**config.mk**
```make
export PLATFORM = sky130hd
export DESIGN_NAME = mem_access_arbiter_flat
export DESIGN_NICKNAME = d
export VERILOG_FILES = /design/src/rtl/mem_access_arbiter_if.sv /design/src/rtl/mem_access_arbiter.sv /design/src/flat_wrapper.sv
export SDC_FILE = /design/constraint.sdc
export NUM_CORES = 1
export LEC_CHECK = 0
export ABC_AREA = 0
export CAP_MARGIN = 20
export CORE_MARGIN = 2
export CORE_UTILIZATION = 46
export CTS_BUF_LIST = sky130_fd_sc_hd__clkbuf_8
export CTS_CLUSTER_SIZE = 14
export DETAILED_ROUTE_END_ITERATION = 12
export PLACE_DENSITY = 0.95
export SETUP_SLACK_MARGIN = 0.02
export SYNTH_ARGS = -nofsm -noshare
export SYNTH_HDL_FRONTEND = slang
export SYNTH_SLANG_ARGS = --single-unit
```
**constraint.sdc**
```tcl
create_clock -name clk -period 3.3 [get_ports clk]
set_input_delay 0.66 -clock clk [delete_from_list [all_inputs] [get_ports clk]]
set_output_delay 0.66 -clock clk [all_outputs]
set_load 0.01 [all_outputs]
```
**src/rtl/mem_access_arbiter_if.sv**
```systemverilog
// Bundle of fetch, load/store and memory-side signals around the memory arbiter.
// No latency of its own; plain wires between the requesters, the arbiter and the memory.
// No backpressure; requests are held levels and completion is a one-cycle pulse.
interface mem_access_arbiter_if #(
  parameter int ADDR_W = 32,
  parameter int DATA_W = 32
);
  // fetch requester
  logic              if_req;
  logic [ADDR_W-1:0] if_addr;
  logic [DATA_W-1:0] if_rdata;
  logic              if_done;
  // load/store requester
  logic              d_req;
  logic              d_we;
  logic [ADDR_W-1:0] d_addr;
  logic [DATA_W-1:0] d_wdata;
  logic [DATA_W-1:0] d_rdata;
  logic              d_done;
  // memory side and freeze status
  logic              mem_en;
  logic              mem_we;
  logic [ADDR_W-1:0] mem_addr;
  logic [DATA_W-1:0] mem_wdata;
  logic [DATA_W-1:0] mem_rdata;
  logic [2:0]        mem_state;

  // arbiter side
  modport slave (
    input  if_req, if_addr, d_req, d_we, d_addr, d_wdata, mem_rdata,
    output if_rdata, if_done, d_rdata, d_done,
    output mem_en, mem_we, mem_addr, mem_wdata, mem_state
  );

  // requesters plus memory side
  modport master (
    output if_req, if_addr, d_req, d_we, d_addr, d_wdata, mem_rdata,
    input  if_rdata, if_done, d_rdata, d_done,
    input  mem_en, mem_we, mem_addr, mem_wdata, mem_state
  );
endinterface

```
**src/rtl/mem_access_arbiter.sv**
```systemverilog
// Shares one fixed-latency memory between fetch and load/store, one access at a time.
// Latency: MEM_LAT BUSY cycles after the sampling IDLE cycle, done pulse in cycle MEM_LAT+1.
// Backpressure: losing requester just holds req; mem_state=111 freezes the CPU while BUSY.
module mem_access_arbiter #(
  parameter int ADDR_W  = 32,
  parameter int DATA_W  = 32,
  parameter int MEM_LAT = 4
) (
  input logic                 clk,
  input logic                 rst,
  mem_access_arbiter_if.slave bus
);
  localparam logic [1:0] IDLE     = 2'd0;
  localparam logic [1:0] BUSY     = 2'd1;
  localparam logic [1:0] DONE     = 2'd2;
  localparam logic [3:0] CNT_LOAD = 4'(MEM_LAT - 1);

  logic [1:0] state;
  logic       gnt;        // owner of the access in flight: 0 fetch, 1 data
  logic [1:0] d_streak;   // data grants in a row while fetch was waiting
  logic [3:0] cnt;        // BUSY cycles remaining after the current one
  logic       start;
  logic       grant_d;
  logic       busy_last;

  // Arbitration: data wins unless fetch has already been passed over twice in a row
  always_comb begin
    start     = (state == IDLE) && (bus.if_req || bus.d_req);
    grant_d   = bus.d_req && !(bus.if_req && (d_streak == 2'd2));
    busy_last = (state == BUSY) && (cnt == 4'd0);
  end

  // Sequencer: IDLE -> BUSY (MEM_LAT cycles) -> DONE -> IDLE, plus fairness streak
  always_ff @(posedge clk) begin
    if (rst) begin
      state    <= IDLE;
      gnt      <= 1'b0;
      d_streak <= 2'd0;
      cnt      <= 4'd0;
    end else begin
      case (state)
        IDLE: begin
          if (start) begin
            state    <= BUSY;
            cnt      <= CNT_LOAD;
            gnt      <= grant_d;
            d_streak <= (grant_d && bus.if_req) ? d_streak + 2'd1 : 2'd0;
          end
        end
        BUSY: begin
          if (cnt == 4'd0) begin
            state <= DONE;
          end else begin
            cnt <= cnt - 4'd1;
          end
        end
        DONE:    state <= IDLE;
        default: state <= IDLE;
      endcase
    end
  end

  // Memory port: strobe once on entry, hold command for the whole access, status tracks BUSY
  always_ff @(posedge clk) begin
    if (rst) begin
      bus.mem_en    <= 1'b0;
      bus.mem_we    <= 1'b0;
      bus.mem_addr  <= {ADDR_W{1'b0}};
      bus.mem_wdata <= {DATA_W{1'b0}};
      bus.mem_state <= 3'b000;
    end else begin
      bus.mem_en <= start;
      if (start) begin
        bus.mem_state <= 3'b111;
        bus.mem_we    <= grant_d && bus.d_we;
        bus.mem_addr  <= grant_d ? bus.d_addr : bus.if_addr;
        bus.mem_wdata <= grant_d ? bus.d_wdata : {DATA_W{1'b0}};
      end else if (busy_last) begin
        bus.mem_state <= 3'b000;
      end
    end
  end

  // Response: capture read data in the last BUSY cycle and pulse done to the owner
  always_ff @(posedge clk) begin
    if (rst) begin
      bus.if_rdata <= {DATA_W{1'b0}};
      bus.d_rdata  <= {DATA_W{1'b0}};
      bus.if_done  <= 1'b0;
      bus.d_done   <= 1'b0;
    end else begin
      bus.if_done <= busy_last && !gnt;
      bus.d_done  <= busy_last && gnt;
      if (busy_last && !gnt) begin
        bus.if_rdata <= bus.mem_rdata;
      end
      // stores leave the load data register untouched
      if (busy_last && gnt && !bus.mem_we) begin
        bus.d_rdata <= bus.mem_rdata;
      end
    end
  end
endmodule
```
**src/flat_wrapper.sv**
```systemverilog
// flat-port wrapper written by rule: the top's interface ports become plain ports
module mem_access_arbiter_flat 
#(
  parameter int ADDR_W  = 32,
  parameter int DATA_W  = 32,
  parameter int MEM_LAT = 4
)
  (clk, rst, bus_if_req, bus_if_addr, bus_d_req, bus_d_we, bus_d_addr, bus_d_wdata, bus_mem_rdata, bus_if_rdata, bus_if_done, bus_d_rdata, bus_d_done, bus_mem_en, bus_mem_we, bus_mem_addr, bus_mem_wdata, bus_mem_state);
  mem_access_arbiter_if #(.ADDR_W(ADDR_W), .DATA_W(DATA_W)) bus_i ();
  input logic clk;
  input logic rst;
  input wire logic [$bits(bus_i.if_req)-1:0] bus_if_req;
  input wire logic [$bits(bus_i.if_addr)-1:0] bus_if_addr;
  input wire logic [$bits(bus_i.d_req)-1:0] bus_d_req;
  input wire logic [$bits(bus_i.d_we)-1:0] bus_d_we;
  input wire logic [$bits(bus_i.d_addr)-1:0] bus_d_addr;
  input wire logic [$bits(bus_i.d_wdata)-1:0] bus_d_wdata;
  input wire logic [$bits(bus_i.mem_rdata)-1:0] bus_mem_rdata;
  output wire logic [$bits(bus_i.if_rdata)-1:0] bus_if_rdata;
  output wire logic [$bits(bus_i.if_done)-1:0] bus_if_done;
  output wire logic [$bits(bus_i.d_rdata)-1:0] bus_d_rdata;
  output wire logic [$bits(bus_i.d_done)-1:0] bus_d_done;
  output wire logic [$bits(bus_i.mem_en)-1:0] bus_mem_en;
  output wire logic [$bits(bus_i.mem_we)-1:0] bus_mem_we;
  output wire logic [$bits(bus_i.mem_addr)-1:0] bus_mem_addr;
  output wire logic [$bits(bus_i.mem_wdata)-1:0] bus_mem_wdata;
  output wire logic [$bits(bus_i.mem_state)-1:0] bus_mem_state;
  assign bus_i.if_req = bus_if_req;
  assign bus_i.if_addr = bus_if_addr;
  assign bus_i.d_req = bus_d_req;
  assign bus_i.d_we = bus_d_we;
  assign bus_i.d_addr = bus_d_addr;
  assign bus_i.d_wdata = bus_d_wdata;
  assign bus_i.mem_rdata = bus_mem_rdata;
  assign bus_if_rdata = bus_i.if_rdata;
  assign bus_if_done = bus_i.if_done;
  assign bus_d_rdata = bus_i.d_rdata;
  assign bus_d_done = bus_i.d_done;
  assign bus_mem_en = bus_i.mem_en;
  assign bus_mem_we = bus_i.mem_we;
  assign bus_mem_addr = bus_i.mem_addr;
  assign bus_mem_wdata = bus_i.mem_wdata;
  assign bus_mem_state = bus_i.mem_state;
  mem_access_arbiter #(.ADDR_W(ADDR_W), .DATA_W(DATA_W), .MEM_LAT(MEM_LAT)) u_core (.clk(clk), .rst(rst), .bus(bus_i));
endmodule
```
# Word level (Yosys, flattened, before mapping)
# Cells that the tools add are included.
# Widths: inputs -> output; s select.
# op_classes
n_eq_ne	5
multipliers	0
shifts	0
bitwise	0
div_mod_pow	0
muxes	11
add_sub_neg	2
magnitude_cmp	0
reduce_logical	20
# op_table
op	n
$mux 32	2
$logic_and 1x1->1	9
$mux 4	2
$pmux 4 s2	1
$mux 2	3
$mux 3	2
$logic_not 4->1	1
$ne 2x2->1 const B	2
$pmux 2 s2	1
$reduce_and 2->1	2
$reduce_bool 2->1	2
$sub 4x1->4 const B	1
$logic_not 1->1	3
$reduce_and 3->1	1
$add 2x1->2 const B	1
$eq 2x1->1 const B	1
$eq 2x2->1 const B	1
$logic_not 2->1	1
$ne 2x1->1 const B	1
$logic_or 1x1->1	1
# word_totals
ram_bits	0
romBits	0
output_inout_bits	135
latchBits	0
memories	0
inputBits	133
reg_bits	144

# Logic depth before layout (Yosys ltp)
# logic_depth
word_depth	6
depth_mapped	8

# Worst setup path after synthesis
# Ideal clock, no wire load.
# synth_path
path_kind	reg2reg
from	reg u_core.cnt[0]
to	reg u_core.bus.if_rdata[12]
setup_slack_ps	1456
synth_period_minus_slack_ps	1844
path_stages_with_launch	9
setup_time_ps	120
arrival_time_ps	1724
cell_sequence	dfxtp_1 inv_1 ha_1 or3b_1 buf_6 or3_1 buf_6 buf_6 mux2i_1
# synth_via
elab_chain_cells	3
# synth_rtl
item	line	text
start, declared	mem_access_arbiter.sv:21	logic [3:0] cnt;
start signal, assigned	mem_access_arbiter.sv:54	cnt <= cnt - 4'd1;
$logic_not 4->1	mem_access_arbiter.sv:30	busy_last = (state == BUSY) && (cnt == 4'd0);
$logic_and 1x1->1	mem_access_arbiter.sv:30	
$logic_and 1x1->1	mem_access_arbiter.sv:94	if (busy_last && !gnt) begin
end signal, assigned	mem_access_arbiter.sv:87	bus.if_rdata <= {DATA_W{1'b0}};
end signal, assigned	mem_access_arbiter.sv:95	bus.if_rdata <= bus.mem_rdata;
end, declared	mem_access_arbiter_if.sv:31	output if_rdata, if_done, d_rdata, d_done,
# No other way between the ends.
# A chain may end at the register's enable or synchronous reset.

# Final worst setup path
# layout_path
from	reg u_core.cnt[0]
to	reg u_core.bus.d_rdata[0]
# layout_via
elab_chain_cells	4
# layout_rtl
item	line	text
$logic_not 4->1	mem_access_arbiter.sv:30	
$logic_and 1x1->1	mem_access_arbiter.sv:30	
$logic_and 1x1->1 (2 in series)	mem_access_arbiter.sv:98	if (busy_last && gnt && !bus.mem_we) begin
end signal, assigned	mem_access_arbiter.sv:88	bus.d_rdata <= {DATA_W{1'b0}};
end signal, assigned	mem_access_arbiter.sv:99	bus.d_rdata <= bus.mem_rdata;
end, declared	mem_access_arbiter_if.sv:31	
# No other way between the ends.

==> run_results.csv <==
group,metric,value,unit
power,intPower,0.00330,W
critical_path,path_cells,"inv_1, ha_1, nor3b_1, nand4b_1, mux2i_1",
yosys,synth_cells,609,
floorplanning,die_h,117,um
critical_path,worst_ep_arrival_time,2.51,ns
layout,diodes,0,
critical_path,r2r_start,"u_core.cnt[0]$_SDFFE_PP0P_",
placement,numPortBuffers,267,
run_status,status,"complete, no violations",
yosys,syn_nets,745,
sta,post-route-min-period,2.17,ns
sta,fin_skew,0.0113,ns
yosys,ys_seq_elements,142,
placement,gp_congestion,0.801,
floorplanning,die_area,0.0136,mm^2
yosys,ys_seq_area_share,48.7,%
power,p_clk_share,33.8,%
yosys,synth.avg_cell_area,9.59,um^2
sta,max_slew_margin,41.6,%
clocking,clockRootBuffer,"clkbuf_8",
power,power.switching,0.00123,W
critical_path,crit_path_max_fanout,10,
route,dr.pass1.iters,5,
layout,final_core_util,72.0,%
power,comb_power_share,23.2,%
yosys,synth_area,0.00584,mm^2
global_routing,grt_overflow_total,0,
global_routing,grt_pass1_vias,5193,
clocking,cts_resized,0,
sta,worstMarginPinSlew,0.875,ns
floorplanning,rows,41,
power,power_leakage,3.46,nW
power,p_seq_share,43.0,%
hold_path,min_from,"u_core.bus.if_rdata[3]$_SDFFE_PP0P_",
critical_path,cp.required,3.64,ns
hold_path,min_path_type,"flop to flop",
critical_path,crit_family,"simple AND/OR/NAND/NOR gates",
power,swShare,27.2,%
layout,fillers,901,
global_routing,grt_max_degree,96,
global_routing,grt_pass1_wl,25.4,mm
route,viasPerCell,5.23,
sta,finalCritPeriodShare,65.7,%
layout,area_growth,54.4,%
placement,post-place-cells,1000,
yosys,synth_edf_count,0,
sta,max_freq,461,MHz
yosys,synth_ff_type,"dfxtp_1",
route,vias,5396,
critical_path,critPathKind,"flop to flop",
route,drc,0,
critical_path,cp_slowest_cell,"nand4b_1",
clocking,cts_sinks,142,
yosys,async_flop_share,0,%
clocking,clock_latency,0.43,ns
flow_run,maxCapViolations,0,
floorplanning,start_util,46.7,%
route,wl,16.9,mm
sta,hold_violations,0,
sta,setup_violations,0,
route,drtIter0Drc,389,
global_routing,grt.total_usage,23.9,%
critical_path,worstSetupEndpointType,"flop",
layout,seqCellArea,0.00284,mm^2
clocking,numCtsBuffers,17,
floorplanning,die_w,117,um
layout,drive_gt1_share,5.70,%
power,power.density,502,mW/mm^2
sta,rsz0062_at_grt,"no",
power,fin_total_pwr,0.00453,W
clocking,clock_path_buffers,2,
sta,maxSlewViolCount,0,
global_routing,antenna_found_initial,0,
sta,tns,0,ns
route,wl_per_cell,16.4,um
floorplanning,core_area,0.0125,mm^2
critical_path,slowest_delay,0.71,ns
sta,hold-worst-slack,0.461,ns
critical_path,crit_buf_inv,1,
critical_path,cp-startpoint,"u_core.cnt[0]$_SDFFE_PP0P_",
yosys,synth_warnings,0,
layout,final_cells,1032,
clocking,clk_pin_slew_worst_paths,0.08,ns
clocking,cts_setup_buffers,0,
layout,finalNetCount,983,
yosys,ys_types,34,
placement,dpl.hpwl,12.0,mm
layout,multi_input_area,0.00274,mm^2
clocking,h-tree-depth,4,
power,ir_worst_vdd,0.000304,V
clocking,cts_tree,"built",
floorplanning,ios,268,
route,ant_nets,0,
critical_path,cp-start-kind,"flop",
clocking,hold_buffers,0,
## cell type report
type / count / area share [%]
multi-input cells: 404 / 30.4
inverters: 5 / 0.208
well taps: 172 / 2.39
repair buffers: 277 / 30.6
clock buffers: 20 / 3.05
clock inverters: 12 / 1.85
flip-flops and latches: 142 / 31.5
## kinds of logic (layout without fill, tap and decap cells)
group / Yosys count / after routing / synth area share (%)
multiplexers: 96 / 96 / 16.4
AND/OR/NAND/NOR: 157 / 157 / 14.8
adder cells (fa/ha/maj): 3 / 3 / 0.643
buffers and inverters: 63 / 314 / 4.90
AO/OA/AOI/OAI: 148 / 148 / 14.5
flip-flops: 142 / 142 / 48.7
## cell usage in the layout, fill, tap and decap left out, types with 2 or more instances in the layout
cell and count:
ha_1 3, o221ai_1 2, bufinv_16 4, a31oi_1 2, nor2_1 4, dfxtp_1 142, clkbuf_8 20, clkinvlp_4 2
clkdlybuf4s50_1 266, buf_4 10, nor2_2 2, a21oi_1 70, a211oi_1 32, o21ai_0 37, nand2_1 33, nand4b_1 2
inv_1 7, nand2b_1 69, a311oi_1 2, clkinv_2 3, nand3_1 34, mux2i_1 96, nor3b_1 2
## worst min-delay path: cells and delay by family, from the launching register on
kind / cells / cell delay [ns]
flip-flops: 1 / 0.31
AND/OR/NAND/NOR: 1 / 0.05
multiplexers: 1 / 0.05
## state kept, by name (all words and copies together) (netlist names)
register              flops
u_core.bus.d_rdata       32
u_core.bus.if_rdata      32
u_core.bus.mem_addr      32
u_core.bus.mem_wdata     32
u_core.cnt                4
u_core.d_streak           2
u_core.state              2
u_core.bus.d_done         1
u_core.bus.if_done        1
u_core.bus.mem_en         1
u_core.bus.mem_state      1
u_core.bus.mem_we         1
u_core.gnt                1
## power groups by stage
stage          clock (W)  combinational [W]  sequential (W)
2_1_floorplan          0           0.000458         0.00203
3_3_place_gp           0            0.00103         0.00197
3_5_place_dp           0            0.00105         0.00198
4_1_cts          0.00156            0.00105         0.00195
5_1_grt          0.00162            0.00113         0.00196
6_report         0.00153            0.00105         0.00195
## Yosys cell counts (2+ instances only)
cell type | n | area share, %
dfxtp_1 | 142 | 49
mux2i_1 | 96 | 16
a21oi_1 | 70 | 6.0
nand2b_1 | 69 | 7.4
clkbuf_1 | 45 | 2.9
o21ai_0 | 37 | 3.2
nand3_1 | 34 | 2.9
nand2_1 | 33 | 2.1
a211oi_1 | 32 | 4.1
nor2_1 | 7 | 0.45
inv_1 | 5 | 0.32
buf_2 | 4 | 0.34
buf_4 | 4 | 0.51
buf_6 | 4 | 0.77
ha_1 | 3 | 0.64
a311oi_1 | 2 | 0.30
a31oi_1 | 2 | 0.21
nand4b_1 | 2 | 0.30
nor3b_1 | 2 | 0.26
o221ai_1 | 2 | 0.30
## metrics by stage
step / area [um^2] / setup slack [ns]
floorplan: 5840 / 1.46
global placement: 8580 / 0.778
detailed placement: 8580 / 0.714
CTS: 9020 / 1.12
global route: 9020 / 0.958
finish: 9020 / 1.13
## per-layer routing
layer	global-route usage [%]	vias up	part of all wire, %
li1	-	2614	-
met1	27.1	2486	39
met4	10.0	0	2.6
met5	0	-	0
met2	40.9	261	49
met3	8.30	35	9.0
## path summary, 6_finish.rpt
check | depth (start not counted) | slack [ns] | to
max | 5 | 1.13 | u_core.bus.d_rdata[0]$_SDFFE_PP0P_
min | 2 | 0.46 | u_core.bus.if_rdata[3]$_SDFFE_PP0P_
max reg2reg | 5 | 1.13 | u_core.bus.d_rdata[0]$_SDFFE_PP0P_
min reg2reg | 2 | 0.46 | u_core.bus.if_rdata[3]$_SDFFE_PP0P_
Power figures use the tool's default switching activity.
